**src/rtl/ysyx_24100029_arbiter_if.sv**
```systemverilog
// AXI4 bundle shared by the IFU/LSU ports and the downstream port.
// master drives requests; slave drives ready and responses.
interface ysyx_24100029_arbiter_if;
  logic [31:0] araddr;
  logic        arvalid;
  logic        arready;
  logic [3:0]  arid;
  logic [7:0]  arlen;
  logic [2:0]  arsize;
  logic [1:0]  arburst;

  logic [31:0] rdata;
  logic [1:0]  rresp;
  logic        rvalid;
  logic        rready;
  logic        rlast;
  logic [3:0]  rid;

  logic [31:0] awaddr;
  logic        awvalid;
  logic        awready;
  logic [3:0]  awid;
  logic [7:0]  awlen;
  logic [2:0]  awsize;
  logic [1:0]  awburst;

  logic [31:0] wdata;
  logic [3:0]  wstrb;
  logic        wvalid;
  logic        wready;
  logic        wlast;

  logic [1:0]  bresp;
  logic        bvalid;
  logic        bready;
  logic [3:0]  bid;

  modport master (
    output araddr, arvalid, arid, arlen, arsize, arburst,
    input  arready,
    input  rdata, rresp, rvalid, rlast, rid,
    output rready,
    output awaddr, awvalid, awid, awlen, awsize, awburst,
    input  awready,
    output wdata, wstrb, wvalid, wlast,
    input  wready,
    input  bresp, bvalid, bid,
    output bready
  );

  modport slave (
    input  araddr, arvalid, arid, arlen, arsize, arburst,
    output arready,
    output rdata, rresp, rvalid, rlast, rid,
    input  rready,
    input  awaddr, awvalid, awid, awlen, awsize, awburst,
    output awready,
    input  wdata, wstrb, wvalid, wlast,
    output wready,
    output bresp, bvalid, bid,
    input  bready
  );
endinterface

```
**src/rtl/ysyx_24100029_arbiter.sv**
```systemverilog
// Two-master AXI4 arbiter: IFU (m0, read) and LSU (m1, read/write)
// share one downstream slave; round-robin, one grant at a time.
module ysyx_24100029_arbiter (
  input logic clock,
  input logic reset,
  ysyx_24100029_arbiter_if.slave  m0,
  ysyx_24100029_arbiter_if.slave  m1,
  ysyx_24100029_arbiter_if.master s
);

  typedef enum logic [1:0] {
    IDLE  = 2'd0,
    M0_RD = 2'd1,
    M1_RD = 2'd2,
    M1_WR = 2'd3
  } state_e;

  state_e state_q, state_d;
  // 0: m0 was granted last, 1: m1 was granted last
  logic   last_grant_q, last_grant_d;
  logic   m1_req;

  assign m1_req = m1.awvalid | m1.arvalid;

  // State and round-robin pointer; reset lets m0 win the first tie
  always_ff @(posedge clock) begin
    if (reset) begin
      state_q      <= IDLE;
      last_grant_q <= 1'b1;
    end else begin
      state_q      <= state_d;
      last_grant_q <= last_grant_d;
    end
  end

  // Grant selection in IDLE, release on last beat or write response
  always_comb begin
    state_d      = state_q;
    last_grant_d = last_grant_q;
    unique case (state_q)
      IDLE: begin
        if (m0.arvalid && (!m1_req || last_grant_q)) begin
          state_d      = M0_RD;
          last_grant_d = 1'b0;
        end else if (m1.awvalid) begin
          state_d      = M1_WR;
          last_grant_d = 1'b1;
        end else if (m1.arvalid) begin
          state_d      = M1_RD;
          last_grant_d = 1'b1;
        end
      end
      M0_RD: begin
        if (s.rvalid && m0.rready && s.rlast)
          state_d = IDLE;
      end
      M1_RD: begin
        if (s.rvalid && m1.rready && s.rlast)
          state_d = IDLE;
      end
      M1_WR: begin
        if (s.bvalid && m1.bready)
          state_d = IDLE;
      end
      default: state_d = IDLE;
    endcase
  end

  // Channel routing for the granted master; everyone else is held off
  always_comb begin
    s.araddr   = 32'h0;
    s.arvalid  = 1'b0;
    s.arid     = 4'h0;
    s.arlen    = 8'h0;
    s.arsize   = 3'h0;
    s.arburst  = 2'h0;
    s.rready   = 1'b0;
    s.awaddr   = 32'h0;
    s.awvalid  = 1'b0;
    s.awid     = 4'h0;
    s.awlen    = 8'h0;
    s.awsize   = 3'h0;
    s.awburst  = 2'h0;
    s.wdata    = 32'h0;
    s.wstrb    = 4'h0;
    s.wvalid   = 1'b0;
    s.wlast    = 1'b0;
    s.bready   = 1'b0;

    m0.arready = 1'b0;
    m0.rdata   = 32'h0;
    m0.rresp   = 2'h0;
    m0.rvalid  = 1'b0;
    m0.rlast   = 1'b0;
    m0.rid     = 4'h0;
    m0.awready = 1'b0;
    m0.wready  = 1'b0;
    m0.bresp   = 2'h0;
    m0.bvalid  = 1'b0;
    m0.bid     = 4'h0;

    m1.arready = 1'b0;
    m1.rdata   = 32'h0;
    m1.rresp   = 2'h0;
    m1.rvalid  = 1'b0;
    m1.rlast   = 1'b0;
    m1.rid     = 4'h0;
    m1.awready = 1'b0;
    m1.wready  = 1'b0;
    m1.bresp   = 2'h0;
    m1.bvalid  = 1'b0;
    m1.bid     = 4'h0;

    unique case (state_q)
      M0_RD: begin
        s.araddr   = m0.araddr;
        s.arvalid  = m0.arvalid;
        s.arid     = m0.arid;
        s.arlen    = m0.arlen;
        s.arsize   = m0.arsize;
        s.arburst  = m0.arburst;
        s.rready   = m0.rready;
        m0.arready = s.arready;
        m0.rdata   = s.rdata;
        m0.rresp   = s.rresp;
        m0.rvalid  = s.rvalid;
        m0.rlast   = s.rlast;
        m0.rid     = s.rid;
      end
      M1_RD: begin
        s.araddr   = m1.araddr;
        s.arvalid  = m1.arvalid;
        s.arid     = m1.arid;
        s.arlen    = m1.arlen;
        s.arsize   = m1.arsize;
        s.arburst  = m1.arburst;
        s.rready   = m1.rready;
        m1.arready = s.arready;
        m1.rdata   = s.rdata;
        m1.rresp   = s.rresp;
        m1.rvalid  = s.rvalid;
        m1.rlast   = s.rlast;
        m1.rid     = s.rid;
      end
      M1_WR: begin
        s.awaddr   = m1.awaddr;
        s.awvalid  = m1.awvalid;
        s.awid     = m1.awid;
        s.awlen    = m1.awlen;
        s.awsize   = m1.awsize;
        s.awburst  = m1.awburst;
        s.wdata    = m1.wdata;
        s.wstrb    = m1.wstrb;
        s.wvalid   = m1.wvalid;
        s.wlast    = m1.wlast;
        s.bready   = m1.bready;
        m1.awready = s.awready;
        m1.wready  = s.wready;
        m1.bresp   = s.bresp;
        m1.bvalid  = s.bvalid;
        m1.bid     = s.bid;
      end
      default: ;
    endcase
  end

endmodule

```
**src/flat_wrapper.sv**
```systemverilog
// flat-port wrapper written by rule: the top's interface ports become plain ports
module ysyx_24100029_arbiter_flat 
  (clock, reset, m0_araddr, m0_arvalid, m0_arid, m0_arlen, m0_arsize, m0_arburst, m0_arready, m0_rdata, m0_rresp, m0_rvalid, m0_rlast, m0_rid, m0_rready, m0_awaddr, m0_awvalid, m0_awid, m0_awlen, m0_awsize, m0_awburst, m0_awready, m0_wdata, m0_wstrb, m0_wvalid, m0_wlast, m0_wready, m0_bresp, m0_bvalid, m0_bid, m0_bready, m1_araddr, m1_arvalid, m1_arid, m1_arlen, m1_arsize, m1_arburst, m1_arready, m1_rdata, m1_rresp, m1_rvalid, m1_rlast, m1_rid, m1_rready, m1_awaddr, m1_awvalid, m1_awid, m1_awlen, m1_awsize, m1_awburst, m1_awready, m1_wdata, m1_wstrb, m1_wvalid, m1_wlast, m1_wready, m1_bresp, m1_bvalid, m1_bid, m1_bready, s_araddr, s_arvalid, s_arid, s_arlen, s_arsize, s_arburst, s_arready, s_rdata, s_rresp, s_rvalid, s_rlast, s_rid, s_rready, s_awaddr, s_awvalid, s_awid, s_awlen, s_awsize, s_awburst, s_awready, s_wdata, s_wstrb, s_wvalid, s_wlast, s_wready, s_bresp, s_bvalid, s_bid, s_bready);
  ysyx_24100029_arbiter_if m0_i ();
  ysyx_24100029_arbiter_if m1_i ();
  ysyx_24100029_arbiter_if s_i ();
  input logic clock;
  input logic reset;
  input wire logic [$bits(m0_i.araddr)-1:0] m0_araddr;
  input wire logic [$bits(m0_i.arvalid)-1:0] m0_arvalid;
  input wire logic [$bits(m0_i.arid)-1:0] m0_arid;
  input wire logic [$bits(m0_i.arlen)-1:0] m0_arlen;
  input wire logic [$bits(m0_i.arsize)-1:0] m0_arsize;
  input wire logic [$bits(m0_i.arburst)-1:0] m0_arburst;
  output wire logic [$bits(m0_i.arready)-1:0] m0_arready;
  output wire logic [$bits(m0_i.rdata)-1:0] m0_rdata;
  output wire logic [$bits(m0_i.rresp)-1:0] m0_rresp;
  output wire logic [$bits(m0_i.rvalid)-1:0] m0_rvalid;
  output wire logic [$bits(m0_i.rlast)-1:0] m0_rlast;
  output wire logic [$bits(m0_i.rid)-1:0] m0_rid;
  input wire logic [$bits(m0_i.rready)-1:0] m0_rready;
  input wire logic [$bits(m0_i.awaddr)-1:0] m0_awaddr;
  input wire logic [$bits(m0_i.awvalid)-1:0] m0_awvalid;
  input wire logic [$bits(m0_i.awid)-1:0] m0_awid;
  input wire logic [$bits(m0_i.awlen)-1:0] m0_awlen;
  input wire logic [$bits(m0_i.awsize)-1:0] m0_awsize;
  input wire logic [$bits(m0_i.awburst)-1:0] m0_awburst;
  output wire logic [$bits(m0_i.awready)-1:0] m0_awready;
  input wire logic [$bits(m0_i.wdata)-1:0] m0_wdata;
  input wire logic [$bits(m0_i.wstrb)-1:0] m0_wstrb;
  input wire logic [$bits(m0_i.wvalid)-1:0] m0_wvalid;
  input wire logic [$bits(m0_i.wlast)-1:0] m0_wlast;
  output wire logic [$bits(m0_i.wready)-1:0] m0_wready;
  output wire logic [$bits(m0_i.bresp)-1:0] m0_bresp;
  output wire logic [$bits(m0_i.bvalid)-1:0] m0_bvalid;
  output wire logic [$bits(m0_i.bid)-1:0] m0_bid;
  input wire logic [$bits(m0_i.bready)-1:0] m0_bready;
  input wire logic [$bits(m1_i.araddr)-1:0] m1_araddr;
  input wire logic [$bits(m1_i.arvalid)-1:0] m1_arvalid;
  input wire logic [$bits(m1_i.arid)-1:0] m1_arid;
  input wire logic [$bits(m1_i.arlen)-1:0] m1_arlen;
  input wire logic [$bits(m1_i.arsize)-1:0] m1_arsize;
  input wire logic [$bits(m1_i.arburst)-1:0] m1_arburst;
  output wire logic [$bits(m1_i.arready)-1:0] m1_arready;
  output wire logic [$bits(m1_i.rdata)-1:0] m1_rdata;
  output wire logic [$bits(m1_i.rresp)-1:0] m1_rresp;
  output wire logic [$bits(m1_i.rvalid)-1:0] m1_rvalid;
  output wire logic [$bits(m1_i.rlast)-1:0] m1_rlast;
  output wire logic [$bits(m1_i.rid)-1:0] m1_rid;
  input wire logic [$bits(m1_i.rready)-1:0] m1_rready;
  input wire logic [$bits(m1_i.awaddr)-1:0] m1_awaddr;
  input wire logic [$bits(m1_i.awvalid)-1:0] m1_awvalid;
  input wire logic [$bits(m1_i.awid)-1:0] m1_awid;
  input wire logic [$bits(m1_i.awlen)-1:0] m1_awlen;
  input wire logic [$bits(m1_i.awsize)-1:0] m1_awsize;
  input wire logic [$bits(m1_i.awburst)-1:0] m1_awburst;
  output wire logic [$bits(m1_i.awready)-1:0] m1_awready;
  input wire logic [$bits(m1_i.wdata)-1:0] m1_wdata;
  input wire logic [$bits(m1_i.wstrb)-1:0] m1_wstrb;
  input wire logic [$bits(m1_i.wvalid)-1:0] m1_wvalid;
  input wire logic [$bits(m1_i.wlast)-1:0] m1_wlast;
  output wire logic [$bits(m1_i.wready)-1:0] m1_wready;
  output wire logic [$bits(m1_i.bresp)-1:0] m1_bresp;
  output wire logic [$bits(m1_i.bvalid)-1:0] m1_bvalid;
  output wire logic [$bits(m1_i.bid)-1:0] m1_bid;
  input wire logic [$bits(m1_i.bready)-1:0] m1_bready;
  output wire logic [$bits(s_i.araddr)-1:0] s_araddr;
  output wire logic [$bits(s_i.arvalid)-1:0] s_arvalid;
  output wire logic [$bits(s_i.arid)-1:0] s_arid;
  output wire logic [$bits(s_i.arlen)-1:0] s_arlen;
  output wire logic [$bits(s_i.arsize)-1:0] s_arsize;
  output wire logic [$bits(s_i.arburst)-1:0] s_arburst;
  input wire logic [$bits(s_i.arready)-1:0] s_arready;
  input wire logic [$bits(s_i.rdata)-1:0] s_rdata;
  input wire logic [$bits(s_i.rresp)-1:0] s_rresp;
  input wire logic [$bits(s_i.rvalid)-1:0] s_rvalid;
  input wire logic [$bits(s_i.rlast)-1:0] s_rlast;
  input wire logic [$bits(s_i.rid)-1:0] s_rid;
  output wire logic [$bits(s_i.rready)-1:0] s_rready;
  output wire logic [$bits(s_i.awaddr)-1:0] s_awaddr;
  output wire logic [$bits(s_i.awvalid)-1:0] s_awvalid;
  output wire logic [$bits(s_i.awid)-1:0] s_awid;
  output wire logic [$bits(s_i.awlen)-1:0] s_awlen;
  output wire logic [$bits(s_i.awsize)-1:0] s_awsize;
  output wire logic [$bits(s_i.awburst)-1:0] s_awburst;
  input wire logic [$bits(s_i.awready)-1:0] s_awready;
  output wire logic [$bits(s_i.wdata)-1:0] s_wdata;
  output wire logic [$bits(s_i.wstrb)-1:0] s_wstrb;
  output wire logic [$bits(s_i.wvalid)-1:0] s_wvalid;
  output wire logic [$bits(s_i.wlast)-1:0] s_wlast;
  input wire logic [$bits(s_i.wready)-1:0] s_wready;
  input wire logic [$bits(s_i.bresp)-1:0] s_bresp;
  input wire logic [$bits(s_i.bvalid)-1:0] s_bvalid;
  input wire logic [$bits(s_i.bid)-1:0] s_bid;
  output wire logic [$bits(s_i.bready)-1:0] s_bready;
  assign m0_i.araddr = m0_araddr;
  assign m0_i.arvalid = m0_arvalid;
  assign m0_i.arid = m0_arid;
  assign m0_i.arlen = m0_arlen;
  assign m0_i.arsize = m0_arsize;
  assign m0_i.arburst = m0_arburst;
  assign m0_arready = m0_i.arready;
  assign m0_rdata = m0_i.rdata;
  assign m0_rresp = m0_i.rresp;
  assign m0_rvalid = m0_i.rvalid;
  assign m0_rlast = m0_i.rlast;
  assign m0_rid = m0_i.rid;
  assign m0_i.rready = m0_rready;
  assign m0_i.awaddr = m0_awaddr;
  assign m0_i.awvalid = m0_awvalid;
  assign m0_i.awid = m0_awid;
  assign m0_i.awlen = m0_awlen;
  assign m0_i.awsize = m0_awsize;
  assign m0_i.awburst = m0_awburst;
  assign m0_awready = m0_i.awready;
  assign m0_i.wdata = m0_wdata;
  assign m0_i.wstrb = m0_wstrb;
  assign m0_i.wvalid = m0_wvalid;
  assign m0_i.wlast = m0_wlast;
  assign m0_wready = m0_i.wready;
  assign m0_bresp = m0_i.bresp;
  assign m0_bvalid = m0_i.bvalid;
  assign m0_bid = m0_i.bid;
  assign m0_i.bready = m0_bready;
  assign m1_i.araddr = m1_araddr;
  assign m1_i.arvalid = m1_arvalid;
  assign m1_i.arid = m1_arid;
  assign m1_i.arlen = m1_arlen;
  assign m1_i.arsize = m1_arsize;
  assign m1_i.arburst = m1_arburst;
  assign m1_arready = m1_i.arready;
  assign m1_rdata = m1_i.rdata;
  assign m1_rresp = m1_i.rresp;
  assign m1_rvalid = m1_i.rvalid;
  assign m1_rlast = m1_i.rlast;
  assign m1_rid = m1_i.rid;
  assign m1_i.rready = m1_rready;
  assign m1_i.awaddr = m1_awaddr;
  assign m1_i.awvalid = m1_awvalid;
  assign m1_i.awid = m1_awid;
  assign m1_i.awlen = m1_awlen;
  assign m1_i.awsize = m1_awsize;
  assign m1_i.awburst = m1_awburst;
  assign m1_awready = m1_i.awready;
  assign m1_i.wdata = m1_wdata;
  assign m1_i.wstrb = m1_wstrb;
  assign m1_i.wvalid = m1_wvalid;
  assign m1_i.wlast = m1_wlast;
  assign m1_wready = m1_i.wready;
  assign m1_bresp = m1_i.bresp;
  assign m1_bvalid = m1_i.bvalid;
  assign m1_bid = m1_i.bid;
  assign m1_i.bready = m1_bready;
  assign s_araddr = s_i.araddr;
  assign s_arvalid = s_i.arvalid;
  assign s_arid = s_i.arid;
  assign s_arlen = s_i.arlen;
  assign s_arsize = s_i.arsize;
  assign s_arburst = s_i.arburst;
  assign s_i.arready = s_arready;
  assign s_i.rdata = s_rdata;
  assign s_i.rresp = s_rresp;
  assign s_i.rvalid = s_rvalid;
  assign s_i.rlast = s_rlast;
  assign s_i.rid = s_rid;
  assign s_rready = s_i.rready;
  assign s_awaddr = s_i.awaddr;
  assign s_awvalid = s_i.awvalid;
  assign s_awid = s_i.awid;
  assign s_awlen = s_i.awlen;
  assign s_awsize = s_i.awsize;
  assign s_awburst = s_i.awburst;
  assign s_i.awready = s_awready;
  assign s_wdata = s_i.wdata;
  assign s_wstrb = s_i.wstrb;
  assign s_wvalid = s_i.wvalid;
  assign s_wlast = s_i.wlast;
  assign s_i.wready = s_wready;
  assign s_i.bresp = s_bresp;
  assign s_i.bvalid = s_bvalid;
  assign s_i.bid = s_bid;
  assign s_bready = s_i.bready;
  ysyx_24100029_arbiter u_core (.clock(clock), .reset(reset), .m0(m0_i), .m1(m1_i), .s(s_i));
endmodule
```
**config.mk**
```make
export PLATFORM = sky130hd
export DESIGN_NAME = ysyx_24100029_arbiter_flat
export DESIGN_NICKNAME = d
export VERILOG_FILES = /design/src/rtl/ysyx_24100029_arbiter_if.sv /design/src/rtl/ysyx_24100029_arbiter.sv /design/src/flat_wrapper.sv
export SDC_FILE = /design/constraint.sdc
export NUM_CORES = 1
export LEC_CHECK = 0
export BUFFER_PORTS_ARGS = -buffer_cell sky130_fd_sc_hd__buf_2
export CORE_AREA = 2 2 220 222
export DETAILED_ROUTE_END_ITERATION = 8
export DIE_AREA = 0 0 222 224
export PLACE_DENSITY = 0.36
export SLEW_MARGIN = 20
export SYNTH_ARGS = -nofsm -noshare
export SYNTH_HDL_FRONTEND = slang
export SYNTH_SLANG_ARGS = --single-unit
```
**constraint.sdc**
```tcl
create_clock -name clock -period 1.7 [get_ports clock]
set_input_delay 0.255 -clock clock [delete_from_list [all_inputs] [get_ports clock]]
set_output_delay 0.255 -clock clock [all_outputs]
set_load 0.02 [all_outputs]
```
==> summary.md, run 1 <==
| Metric | Value |
|---|---|
| Largest net degree at the start of global routing | `30` |
| Die ar. | `49700 sq um` |
| P_leak | `0.00393 uW` |
| Post-DP HPWL | `14800 um` |
| Critical Path Start Type | `flip-flop` |
| Pwr/cell area | `1160 nW/um^2` |
| RSZ-0062 raised after global routing | `yes` |
| Critical path data arrival time | `1.65 ns` |
| Root buffer cell | `clkbuf_16` |
| Yosys Warn Count | `0` |
| Share of the synthesized area in the top cell type | `48.1%` |
| Worst-Skew Late Latency | `0.23 ns` |
| Hold Path Stages | `2` |
| Combinational share of power | `94.5%` |
| Final min period | `1.90 ns` |
| CP max stage cell | `dfxtp_2` |
| Final Max Slew Viols | `0` |
| Initial drt markers | `105` |
| CTS tree | `built` |
| Status | `finished, violations left` |
| First-pass GRT wire length | `29000 um` |
| Nets | `1210` |
| Worst Slack Setup Final | `-0.203 ns` |
| Ys flop type | `dfxtp_1` |
| Smallest hold slack | `0.275 ns` |
| Psw | `4240 uW` |
| Cell total after placement | `1446` |
| Max-cap violations | `0` |
| WL met3 | `1590 um` |
| Internal | `5180 uW` |
| Core Box Area | `47300 sq um` |
| VDD IR-drop max | `0.519 mV` |
| Most numerous cell in the Yosys netlist | `and2_1` |
| Number of global-route vias before repair | `4786` |
| Seq/Total Area, Yosys | `2.58%` |
| EDFF count, synth | `0` |
| Final ANT Viol Nets | `0` |
| CTS clk-pin slew, worst paths | `0.03 ns` |
| Overflow after GRT | `0` |
| Worst clock skew | `0.00270 ns` |
| Fin crit share | `112%` |
| Final RePlAce weighted congestion | `0.713` |
| Setup Viol. Count Final | `228` |
| Worst-path fanout max | `7` |
| Routed vias/inst | `3.17` |
| Yosys top cell by area | `and2_1` |
| Worst R2R Path Depth | `8` |
| Top Layer Used | `met5` |
| GRT Util Overall | `7.78%` |
| Post-Synthesis Cell Area | `2330 sq um` |
| Sequential Power Share | `1.4%` |
| Synth area leaders | `and2_1 48%, a22oi_1 16%, nor2b_1 14%` |
| Hold Path Class | `in2reg` |
| Max frequency | `0.526 GHz` |
| Initial Utilization | `4.91%` |
| # port buffers | `473` |
| Asr flop ratio synth | `0%` |
| Filler Cell Count | `5255` |
| Final non-filler cell total | `1491` |
| H-tree levels | `1` |
| Routed wire per std cell | `14.7 um` |
| Met1 WL | `7280 um` |
| Mapped Cells | `356` |
| Endpoint class of the critical path | `primary output` |
| Crit path required time | `1.44 ns` |
| Crit path largest cell delay | `0.33 ns` |
| Routed via count | `4728` |
| Clock share of power | `4.1%` |
| Final wirelength | `22000 um` |
| Clk sinks | `3` |
| Clock buffers created by TritonCTS | `3` |
| I/O pins | `572` |
| Met2 WL post-DR | `12000 um` |
| Failing checks | `setup timing` |
| Drt drc | `0` |
| Area grow syn2layout | `249%` |
| First-pass DRT Iterations | `4` |
| Die Y | `224 um` |
| # rows | `80` |
| Maximum clock insertion buffer count | `2` |
| Sw Share | `45.0%` |
| Initial antenna violation count | `3` |
| Die Width | `222 um` |
| Ordered list of cells on the worst path | `buf_6, ha_4, buf_4, buf_12, buf_12, a22oi_1, nor2b_1, buf_4` |
| Setup CP Type | `reg2out` |
| Yosys cell types | `26` |
| Hold Fails Final Rpt | `0` |
| Synth cell count leaders | `179 x and2_1, 51 x a22oi_1, 51 x nor2b_1` |
| Share of cells above drive strength 1 | `83.0%` |
| Synth Area per Inst | `6.53 sq um` |
| #FFs+latches synth | `3` |
[registers in the layout (all words and copies together), names as in the netlist]
signal / cells
u_core.state_q: 2
u_core.last_grant_q: 1
[kinds of logic (layout without fill, tap and decap cells)]
kind of cell / count (synthesis) / count (layout) / synth area share [%]
and+or+nand+nor: 242 / 242 / 64.8
AOI/OAI and AO/OA: 60 / 60 / 20.1
buffers and inverters: 46 / 555 / 10.3
adders and majority gates: 4 / 4 / 2.15
DFF: 3 / 3 / 2.58
other: 1 / 12 / 0.161
[routing by layer]
metal	up-vias	GRT usage, %
li1	2197	-
met2	360	16.3
met4	2	3.01
met5	-	0
met3	46	1.32
met1	2123	7.37
[layout make-up]
class                   instances  area (sq um)  area share (%)
repair buffers                549          4590            56.6
flip-flops and latches          3          62.6           0.771
diodes                          3          7.51          0.0925
multi-input cells             315          2590            32.0
clock buffers                   4          78.8           0.972
inverters                       2          10.0           0.123
well taps                     615           769            9.48
[layout by cell type, fill, tap and decap left out, types with 5 or more instances in the layout]
master,count
clkbuf_16,6
buf_16,17
and2_1,54
and2_4,125
nor2b_2,5
a22oi_1,21
nor2b_1,45
buf_12,14
a22oi_2,30
buf_4,66
buf_6,151
buf_8,8
buf_2,290
conb_1,9
[final timing paths]
path,end,startpoint,slack [ns]
worst min-delay path,u_core.state_q[1],reset,0.28
worst max register to register,u_core.state_q[0],u_core.state_q[1],-0.07
worst max-delay path,s_rready,u_core.state_q[0],-0.20
worst min register to register,u_core.last_grant_q,u_core.last_grant_q,0.53
[metrics by stage]
stage | TNS (ns) | total power [uW] | cell area (sq um) | util (%) | setup WS, ns
after detailed placement | -0.0519 | 5630 | 5620 | 11.9 | -0.0424
final | -20.67 | 9420 | 8110 | 17.1 | -0.203
after floorplan | 0 | 3300 | 2360 | - | 0.106
after global routing | -32.73 | 9970 | 8110 | 17.1 | -0.250
after CTS | -23.09 | 9080 | 7620 | 16.1 | -0.196
after global placement | -0.0287 | 5680 | 5620 | 11.9 | -0.0254
[power by group through the flow]
stage / clock (uW) / combinational (uW) / sequential, uW
2_1_floorplan: 0 / 3180 / 121
3_3_place_gp: 0 / 5560 / 117
3_5_place_dp: 0 / 5510 / 118
4_1_cts: 392 / 8560 / 129
5_1_grt: 389 / 9450 / 133
6_report: 384 / 8910 / 132
[what timing repair did]
| item | 4_1_cts | 5_1_grt |
|---|---|---|
| endpoints found under the hold margin | 0 | 0 |
| pin swaps | 3 | 10 |
| gates resized for setup | 411 | 140 |
| setup buffers | 13 | 5 |
| setup endpoints to repair | 192 | 232 |
| hold buffers | 0 | 0 |
| gates cloned | 19 | 3 |
[worst max-delay path, delay by kind of cell, from the launching register on]
kind            cells  cell delay, ns
fa+ha+maj           1            0.17
flops               1            0.33
buf+inv             5            0.70
compound gates      1            0.15
simple gates        1            0.07
No activity file was read; power rests on OpenSTA's default activity.
==> inputs of run 2 (changes only) <==
--- a/config.mk
+++ b/config.mk
@@ -6,9 +6,9 @@
 export NUM_CORES = 1
 export LEC_CHECK = 0
 export BUFFER_PORTS_ARGS = -buffer_cell sky130_fd_sc_hd__buf_2
-export CORE_AREA = 2 2 220 222
+export CORE_AREA = 2 2 223 225
 export DETAILED_ROUTE_END_ITERATION = 8
-export DIE_AREA = 0 0 222 224
+export DIE_AREA = 0 0 225 227
 export PLACE_DENSITY = 0.36
 export SLEW_MARGIN = 20
 export SYNTH_ARGS = -nofsm -noshare
==> constraint.sdc (replaced) <==
create_clock -name clock -period 1.6 [get_ports clock]
set_input_delay 0.24 -clock clock [delete_from_list [all_inputs] [get_ports clock]]
set_output_delay 0.24 -clock clock [all_outputs]
set_load 0.02 [all_outputs]
==> run 2 against run 1 <==
The run still ends with setup timing left. Worst hold slack got worse by 0.020 ns. Power rose by 3.2%. Worst setup slack worse by 0.086 ns. Count of clock-buffer cells in the layout did not move. Design area shrank 4.2%. Die area up 2.7%. Via count is 0.34% lower. Cell count is 0.20% higher. Clock skew shrank 0.00078 ns. Sequential share of layout area rose by 0.098 points. Flip-flop and latch count did not move. Combinational power grew 2.9%. Critical endpoint is now s_araddr[23].
==> summary.md, run 2 (synthesis results as in run 1) <==
| Metric | Value |
|---|---|
| Commonest non-fill, non-tap cell in the layout | `buf_2` |
| Overflow after GRT | `0 (unchanged)` |
| Combinational share of power | `94.2% (-0.3 points)` |
| Max frequency | `0.529 GHz` |
| Worst R2R Start | `u_core.state_q[0]` |
| Reg-to-Reg End | `u_core.state_q[0]` |
| P_leak | `0.00379 uW (-3.6%)` |
| Final Max Slew Viols | `0 (unchanged)` |
| CTS clk-pin slew, worst paths | `0.03 ns (about the same)` |
| First-pass DRT Iterations | `4 (unchanged)` |
| Setup Viol. Count Final | `232 (+1.8%)` |
| CP delay by family, top | `buffers and inverters` |
| Worst-Skew Late Latency | `0.23 ns (about the same)` |
| Endpoint class of the critical path | `primary output` |
| Status | `finished, violations left` |
| Number of global-route vias before repair | `4459 (-6.8%)` |
| Critical path origin | `u_core.state_q[1]` |
| Final ANT Viol Nets | `0 (unchanged)` |
| Drt drc | `0 (unchanged)` |
| Post-DP HPWL | `16300 um (+9.6%)` |
| Max reg flops | `2 (unchanged)` |
| Worst R2R Path Depth | `7 (-1)` |
| Final RePlAce weighted congestion | `0.761 (+6.7%)` |
| Worst Slack Setup Final | `-0.289 ns (-0.0859 ns)` |
| Psw | `4450 uW (+4.9%)` |
| RSZ-0062 raised after global routing | `yes` |
| H-tree levels | `1 (unchanged)` |
| WP buf/inv | `4 (-1)` |
| Critical path data arrival time | `1.65 ns (about the same)` |
| Clock buffers created by TritonCTS | `3 (unchanged)` |
| First-pass GRT wire length | `26400 um (-9.2%)` |
| # rows | `81 (+1.3%)` |
| Fin crit share | `118%` |
| Final min period | `1.89 ns` |
| Max-cap violations | `0 (unchanged)` |
| Root buffer cell | `clkbuf_16` |
| # port buffers | `473 (unchanged)` |
| Clk sinks | `3 (unchanged)` |
| Pwr/cell area | `1250 nW/um^2 (+7.8%)` |
| Die Width | `225 um (+1.4%)` |
| Ordered list of cells on the worst path | `buf_6, ha_4, buf_12, buf_12, a22oi_2, nor2b_1, buf_4` |
| Smallest hold slack | `0.255 ns (-0.0198 ns)` |
| Hold Fails Final Rpt | `0 (unchanged)` |
| Crit path depth | `7 (-1)` |
| GRT Util Overall | `6.91% (-0.87 points)` |
| I/O pins | `572 (unchanged)` |
| Crit path required time | `1.36 ns (-0.08 ns)` |
| Routed vias/inst | `3.15 (-0.54%)` |
| Die Y | `227 um (+1.3%)` |
| CP max stage cell | `dfxtp_4` |
| Design area | `7770 sq um (-4.2%)` |
| VDD IR-drop max | `0.591 mV (+14%)` |
| Placed Area | `5660 sq um (+0.56%)` |
| Final non-filler cell total | `1494 (+0.20%)` |
| Die ar. | `51100 sq um (+2.7%)` |
| CTS Hold Bufs | `0 (unchanged)` |
| Crit path capture | `s_araddr[23]` |
| Core Box Area | `48500 sq um (+2.5%)` |
| Largest Register | `u_core.state_q` |
| Area grow syn2layout | `234%` |
| Crit path largest cell delay | `0.34 ns (about the same)` |
| Maximum clock insertion buffer count | `2 (unchanged)` |
| Final wirelength | `22600 um (+3.0%)` |
| Clock share of power | `4.2% (about the same)` |
| Initial drt markers | `100 (-4.8%)` |
| Most frequent cells in the layout | `279 x buf_2, 117 x buf_4, 116 x buf_6, 96 x and2_1, 83 x and2_4` |
| Routed via count | `4712 (-0.34%)` |
| Critical Path Start Type | `flip-flop` |
| Share of cells above drive strength 1 | `79.0% (-4.1 points)` |
| Initial antenna violation count | `9 (+6)` |
| Nets | `1207 (-0.25%)` |
| Largest net degree at the start of global routing | `32 (+6.7%)` |
| Hold Path Class | `in2reg` |
| Sequential Power Share | `1.6% (+0.2 points)` |
| Setup CP Type | `reg2out` |
| Routed wire per std cell | `15.1 um (+2.7%)` |
| Sw Share | `45.7% (+0.72 points)` |
| Cell total after placement | `1451 (+0.35%)` |
| Internal | `5280 uW (+1.9%)` |
| Reg2Reg Setup Slack | `-0.01 ns (+0.06 ns)` |
| Initial Utilization | `4.79% (-0.12 points)` |
| Worst clock skew | `0.00192 ns (-0.000784 ns)` |
| CTS tree | `built` |
| Largest regs | `u_core.state_q: 2 flops, u_core.last_grant_q: 1 flops` |
| Failing checks | `setup timing` |
| Worst-path fanout max | `5 (-2)` |
| Crit path top cell by count | `buf_12` |
==> run 2: cell count changes in the layout (fill, tap and decap cells not counted), sizes merged <==
cell | before | now
buf | 546 | 538
diode | 3 | 2
clkbuf | 7 | 12
==> run 2: worst min path at each step <==
stage,depth (start not counted),to,slack [ns],from
after global routing,2,u_core.state_q[1],0.27,reset
final,2,u_core.state_q[1],0.26,reset
after detailed placement,2,u_core.state_q[1],0.48,reset
after global placement,2,u_core.state_q[1],0.47,reset
after CTS,2,u_core.state_q[1],0.25,reset
after floorplan,1,u_core.state_q[1],0.31,reset
==> run 2: layout make-up <==
cell class / count / area, sq um
Tap cell: 622 / 778
Fill cell: 5485 / 40800
Clock buffer: 4 / 78.8
Sequential cell: 3 / 67.6
Inverter: 2 / 10.0
Timing Repair Buffer: 546 / 4310
Multi-Input combinational cell: 315 / 2520
Antenna cell: 2 / 5.00
==> run 2: routing by layer <==
metal | wire (um) | up-vias | GRT usage, % | part of all wire, %
met5 | 69 | - | 0 | 0.31
met4 | 813 | 10 | 2.46 | 3.6
met3 | 1860 | 41 | 1.38 | 8.2
met2 | 11900 | 358 | 14.6 | 53
met1 | 7930 | 2118 | 6.43 | 35
li1 | - | 2185 | - | -
==> run 2: per-stage QoR <==
step,power (uW),setup TNS [ns],worst slack (ns),utilization (%)
4_1_cts,8030,-42.70,-0.256,14.4
2_1_floorplan,3510,0,0.0209,-
3_5_place_dp,6030,-3.48,-0.121,11.6
3_3_place_gp,6080,-4.03,-0.138,11.6
5_1_grt,10300,-45.88,-0.318,16.0
6_report,9730,-37.83,-0.289,16.0
==> run 2: worst register-to-register path, delay by kind of cell (launching register included) <==
| family | cells | cell delay [ns] |
|---|---|---|
| compound gates | 3 | 0.52 |
| fa+ha+maj | 1 | 0.22 |
| buf+inv | 3 | 0.41 |
| flops | 1 | 0.35 |
==> run 2: power by group through the flow <==
stage | Clock, uW | Combinational (uW) | Sequential, uW
2_1_floorplan | 0 | 3380 | 129
3_3_place_gp | 0 | 5950 | 128
3_5_place_dp | 0 | 5900 | 128
4_1_cts | 411 | 7480 | 141
5_1_grt | 416 | 9700 | 159
6_report | 410 | 9170 | 153
==> run 2: what timing repair did <==
action / in CTS / in global routing
cloned: 7 / 10
resized for setup: 308 / 168
endpoints found under the setup margin: 226 / 233
pin swaps: 9 / 17
buffers inserted: 11 / 13
==> inputs of run 3 (changes only) <==
--- a/config.mk
+++ b/config.mk
@@ -5,11 +5,11 @@
 export SDC_FILE = /design/constraint.sdc
 export NUM_CORES = 1
 export LEC_CHECK = 0
-export BUFFER_PORTS_ARGS = -buffer_cell sky130_fd_sc_hd__buf_2
-export CORE_AREA = 2 2 223 225
+export CORE_AREA = 2 2 226 228
 export DETAILED_ROUTE_END_ITERATION = 8
-export DIE_AREA = 0 0 225 227
-export PLACE_DENSITY = 0.36
+export DIE_AREA = 0 0 228 230
+export DONT_BUFFER_PORTS = 1
+export PLACE_DENSITY = 0.3
 export SLEW_MARGIN = 20
 export SYNTH_ARGS = -nofsm -noshare
 export SYNTH_HDL_FRONTEND = slang
==> constraint.sdc (replaced) <==
create_clock -name clock -period 1.7 [get_ports clock]
set_input_delay 0.255 -clock clock [delete_from_list [all_inputs] [get_ports clock]]
set_output_delay 0.255 -clock clock [all_outputs]
set_load 0.02 [all_outputs]
==> run 3 against run 2 <==
The run still ends with setup timing left. Cell count fell by 27%. Sequential power barely moved. Count of clock-buffer cells in the layout did not move. Worst hold slack got worse by 0.16 ns. Clock power fell by 9.8%. Clock skew fell by 0.00084 ns. First-iteration DRC count fell by 4.0%. Critical path depth did not move. Routed wire length fell by 26%. Design area fell by 38%. Register-to-register slack improved by 0.02 ns. Sequential share of layout area rose by 0.54 points.
==> summary.md, run 3 (synthesis results as in run 1) <==
| Metric | Value |
|---|---|
| Status | `finished, violations left` |
| Failing checks | `setup timing` |
| Critical path data arrival time | `1.59 ns (-0.06 ns)` |
| Commonest non-fill, non-tap cell in the layout | `and2_2` |
| Worst-path fanout max | `5 (unchanged)` |
| Filler Cell Count | `5772 (+5.2%)` |
| Design area | `4800 sq um (-38%)` |
| Core Box Area | `49900 sq um (+2.7%)` |
| CTS tree | `built` |
| Initial drt markers | `96 (-4.0%)` |
| P_leak | `0.00169 uW (-55%)` |
| Hold Path Origin | `reset` |
| Met3 GRT Util | `1.61% (+0.23 points)` |
| GR Layer Usage met2 | `10.3% (-4.3 points)` |
| Hold Fails Final Rpt | `0 (unchanged)` |
| Setup Viol. Count Final | `131 (-44%)` |
| Smallest hold slack | `0.0903 ns (-0.165 ns)` |
| Max frequency | `0.542 GHz` |
| Final RePlAce weighted congestion | `0.786 (+3.3%)` |
| Crit path required time | `1.44 ns (+0.08 ns)` |
| Endpoint class of the critical path | `primary output` |
| RSZ-0062 raised after global routing | `yes` |
| Die ar. | `52400 sq um (+2.7%)` |
| I/O pins | `572 (unchanged)` |
| Final Max Slew Viols | `0 (unchanged)` |
| Area grow syn2layout | `106%` |
| Clk sinks | `3 (unchanged)` |
| Setup WS pre-CTS | `-0.0491 ns (+0.0724 ns)` |
| Fin crit share | `109%` |
| Final min period | `1.85 ns` |
| Number of global-route vias before repair | `2754 (-38%)` |
| Critical Path Start Type | `flip-flop` |
| GRT Max-Usage Layer | `met2` |
| Pwr/cell area | `1390 nW/um^2 (+11%)` |
| Overflow after GRT | `0 (unchanged)` |
| Hold Path Class | `in2reg` |
| CTS clk-pin slew, worst paths | `0.03 ns (about the same)` |
| Placed Area | `3620 sq um (-36%)` |
| Maximum clock insertion buffer count | `2 (unchanged)` |
| Worst clock skew | `0.00108 ns (-0.000842 ns)` |
| H-tree levels | `1 (unchanged)` |
| Most frequent cells in the layout | `99 x and2_2, 81 x and2_4, 57 x buf_4, 49 x nor2b_1, 30 x a22oi_2` |
| Routed vias/inst | `2.74 (-13%)` |
| Final wirelength | `16700 um (-26%)` |
| Worst-Skew Late Latency | `0.22 ns (about the same)` |
| Critical path origin | `u_core.state_q[1]` |
| GRT Util Overall | `5.09% (-1.8 points)` |
| Worst R2R Start | `u_core.state_q[1]` |
| VDD IR-drop max | `0.474 mV (-20%)` |
| Largest net degree at the start of global routing | `80 (+150%)` |
| Clock buffers created by TritonCTS | `3 (unchanged)` |
| Final Util | `9.62% (-6.4 points)` |
| Initial Utilization | `4.66% (-0.13 points)` |
| Share of cells above drive strength 1 | `76.8% (-2.1 points)` |
| Max reg flops | `2 (unchanged)` |
| Root buffer cell | `clkbuf_16` |
| Post-DP HPWL | `11300 um (-31%)` |
| CTS Hold Bufs | `0 (unchanged)` |
| Routed via count | `3003 (-36%)` |
| Die Width | `228 um (+1.3%)` |
| Die Y | `230 um (+1.3%)` |
| Largest Register | `u_core.state_q` |
| Routed wire per std cell | `15.3 um (+0.76%)` |
| Final ANT Viol Nets | `0 (unchanged)` |
| Worst Slack Setup Final | `-0.146 ns (+0.142 ns)` |
| Max-cap violations | `0 (unchanged)` |
| Setup CP Type | `reg2out` |
| Drt drc | `0 (unchanged)` |
| # port buffers | `0 (-100%)` |
| # rows | `82 (+1.2%)` |
| Met1 usage | `4.32% (-2.1 points)` |
| Nets | `756 (-37%)` |
| Largest regs | `u_core.state_q: 2 flops, u_core.last_grant_q: 1 flops` |
| First-pass DRT Iterations | `4 (unchanged)` |
| Initial antenna violation count | `7 (-2)` |
| First-pass GRT wire length | `19200 um (-27%)` |
==> run 3: cell types whose count changed in the layout (fill, tap and decap cells not counted), moves of 2 or more <==
| cell | before | now |
|---|---|---|
| and2_2 | 1 | 99 |
| buf_4 | 117 | 57 |
| buf_8 | 6 | 1 |
| nor2b_2 | 4 | 2 |
| a22oi_2 | 37 | 30 |
| and2_1 | 96 | 0 |
| buf_2 | 279 | 0 |
| buf_6 | 116 | 9 |
| clkbuf_16 | 11 | 9 |
| a22oi_1 | 14 | 21 |
| diode_2 | 2 | 5 |
| buf_16 | 5 | 8 |
| and2_4 | 83 | 81 |
| nor2b_1 | 46 | 49 |
==> run 3: repair_timing <==
item,CTS,global route
pin swaps,1,16
cloned,7,9
hold endpoints to repair,0,0
setup buffers,6,7
gates resized for setup,160,154
setup endpoints to repair,195,219
==> run 3: worst max-delay path: stages (launching register included) <==
cell and delay (ns):
dfxtp_4 0.34, buf_4 0.14, buf_4 0.13, ha_4 0.21, buf_12 0.16, buf_6 0.11
buf_6 0.11, and2_4 0.15
==> run 3: routing by layer <==
metal / vias to the layer above / wire, um / part of all wire, %
met5: - / 0 / 0
met4: 0 / 809 / 4.8
met3: 37 / 1760 / 11
met2: 334 / 9440 / 56
met1: 1353 / 4700 / 28
li1: 1279 / - / -
==> run 3: area by class of cell <==
cell class                 instances  area [sq um]  share of cell area [%]
multi-input combinational        315          2590                    54.1
tap                              672           841                    17.5
clock buffer                       4          78.8                    1.64
timing repair buffer              95          1190                    24.9
sequential                         3          67.6                    1.41
antenna                            5          12.5                   0.261
inverter                           2          10.0                   0.209
==> run 3: path summary, 6_finish.rpt <==
| path | endpoint | slack, ns | cells after the start |
|---|---|---|---|
| worst max-delay path | s_wdata[12] | -0.15 | 7 |
| worst min-delay path | u_core.state_q[1] | 0.09 | 1 |
| worst min register to register | u_core.last_grant_q | 0.51 | 1 |
| worst max register to register | u_core.state_q[0] | 0.01 | 7 |
==> run 3: through the flow <==
step / TNS [ns] / total power (uW) / instances
finish: -8.09 / 6660 / 1096
global route: -16.79 / 7040 / 1096
CTS: -11.46 / 6010 / 1077
detailed placement: -0.0867 / 4390 / 1060
global placement: -0.0802 / 4400 / 1060
floorplan: 0 / 3300 / 364
==> run 3: report_power, final <==
part           internal, uW  switching [uW]
registers               112            37.2
logic                  2840            3310
clock network           309            61.0
total                  3260            3400
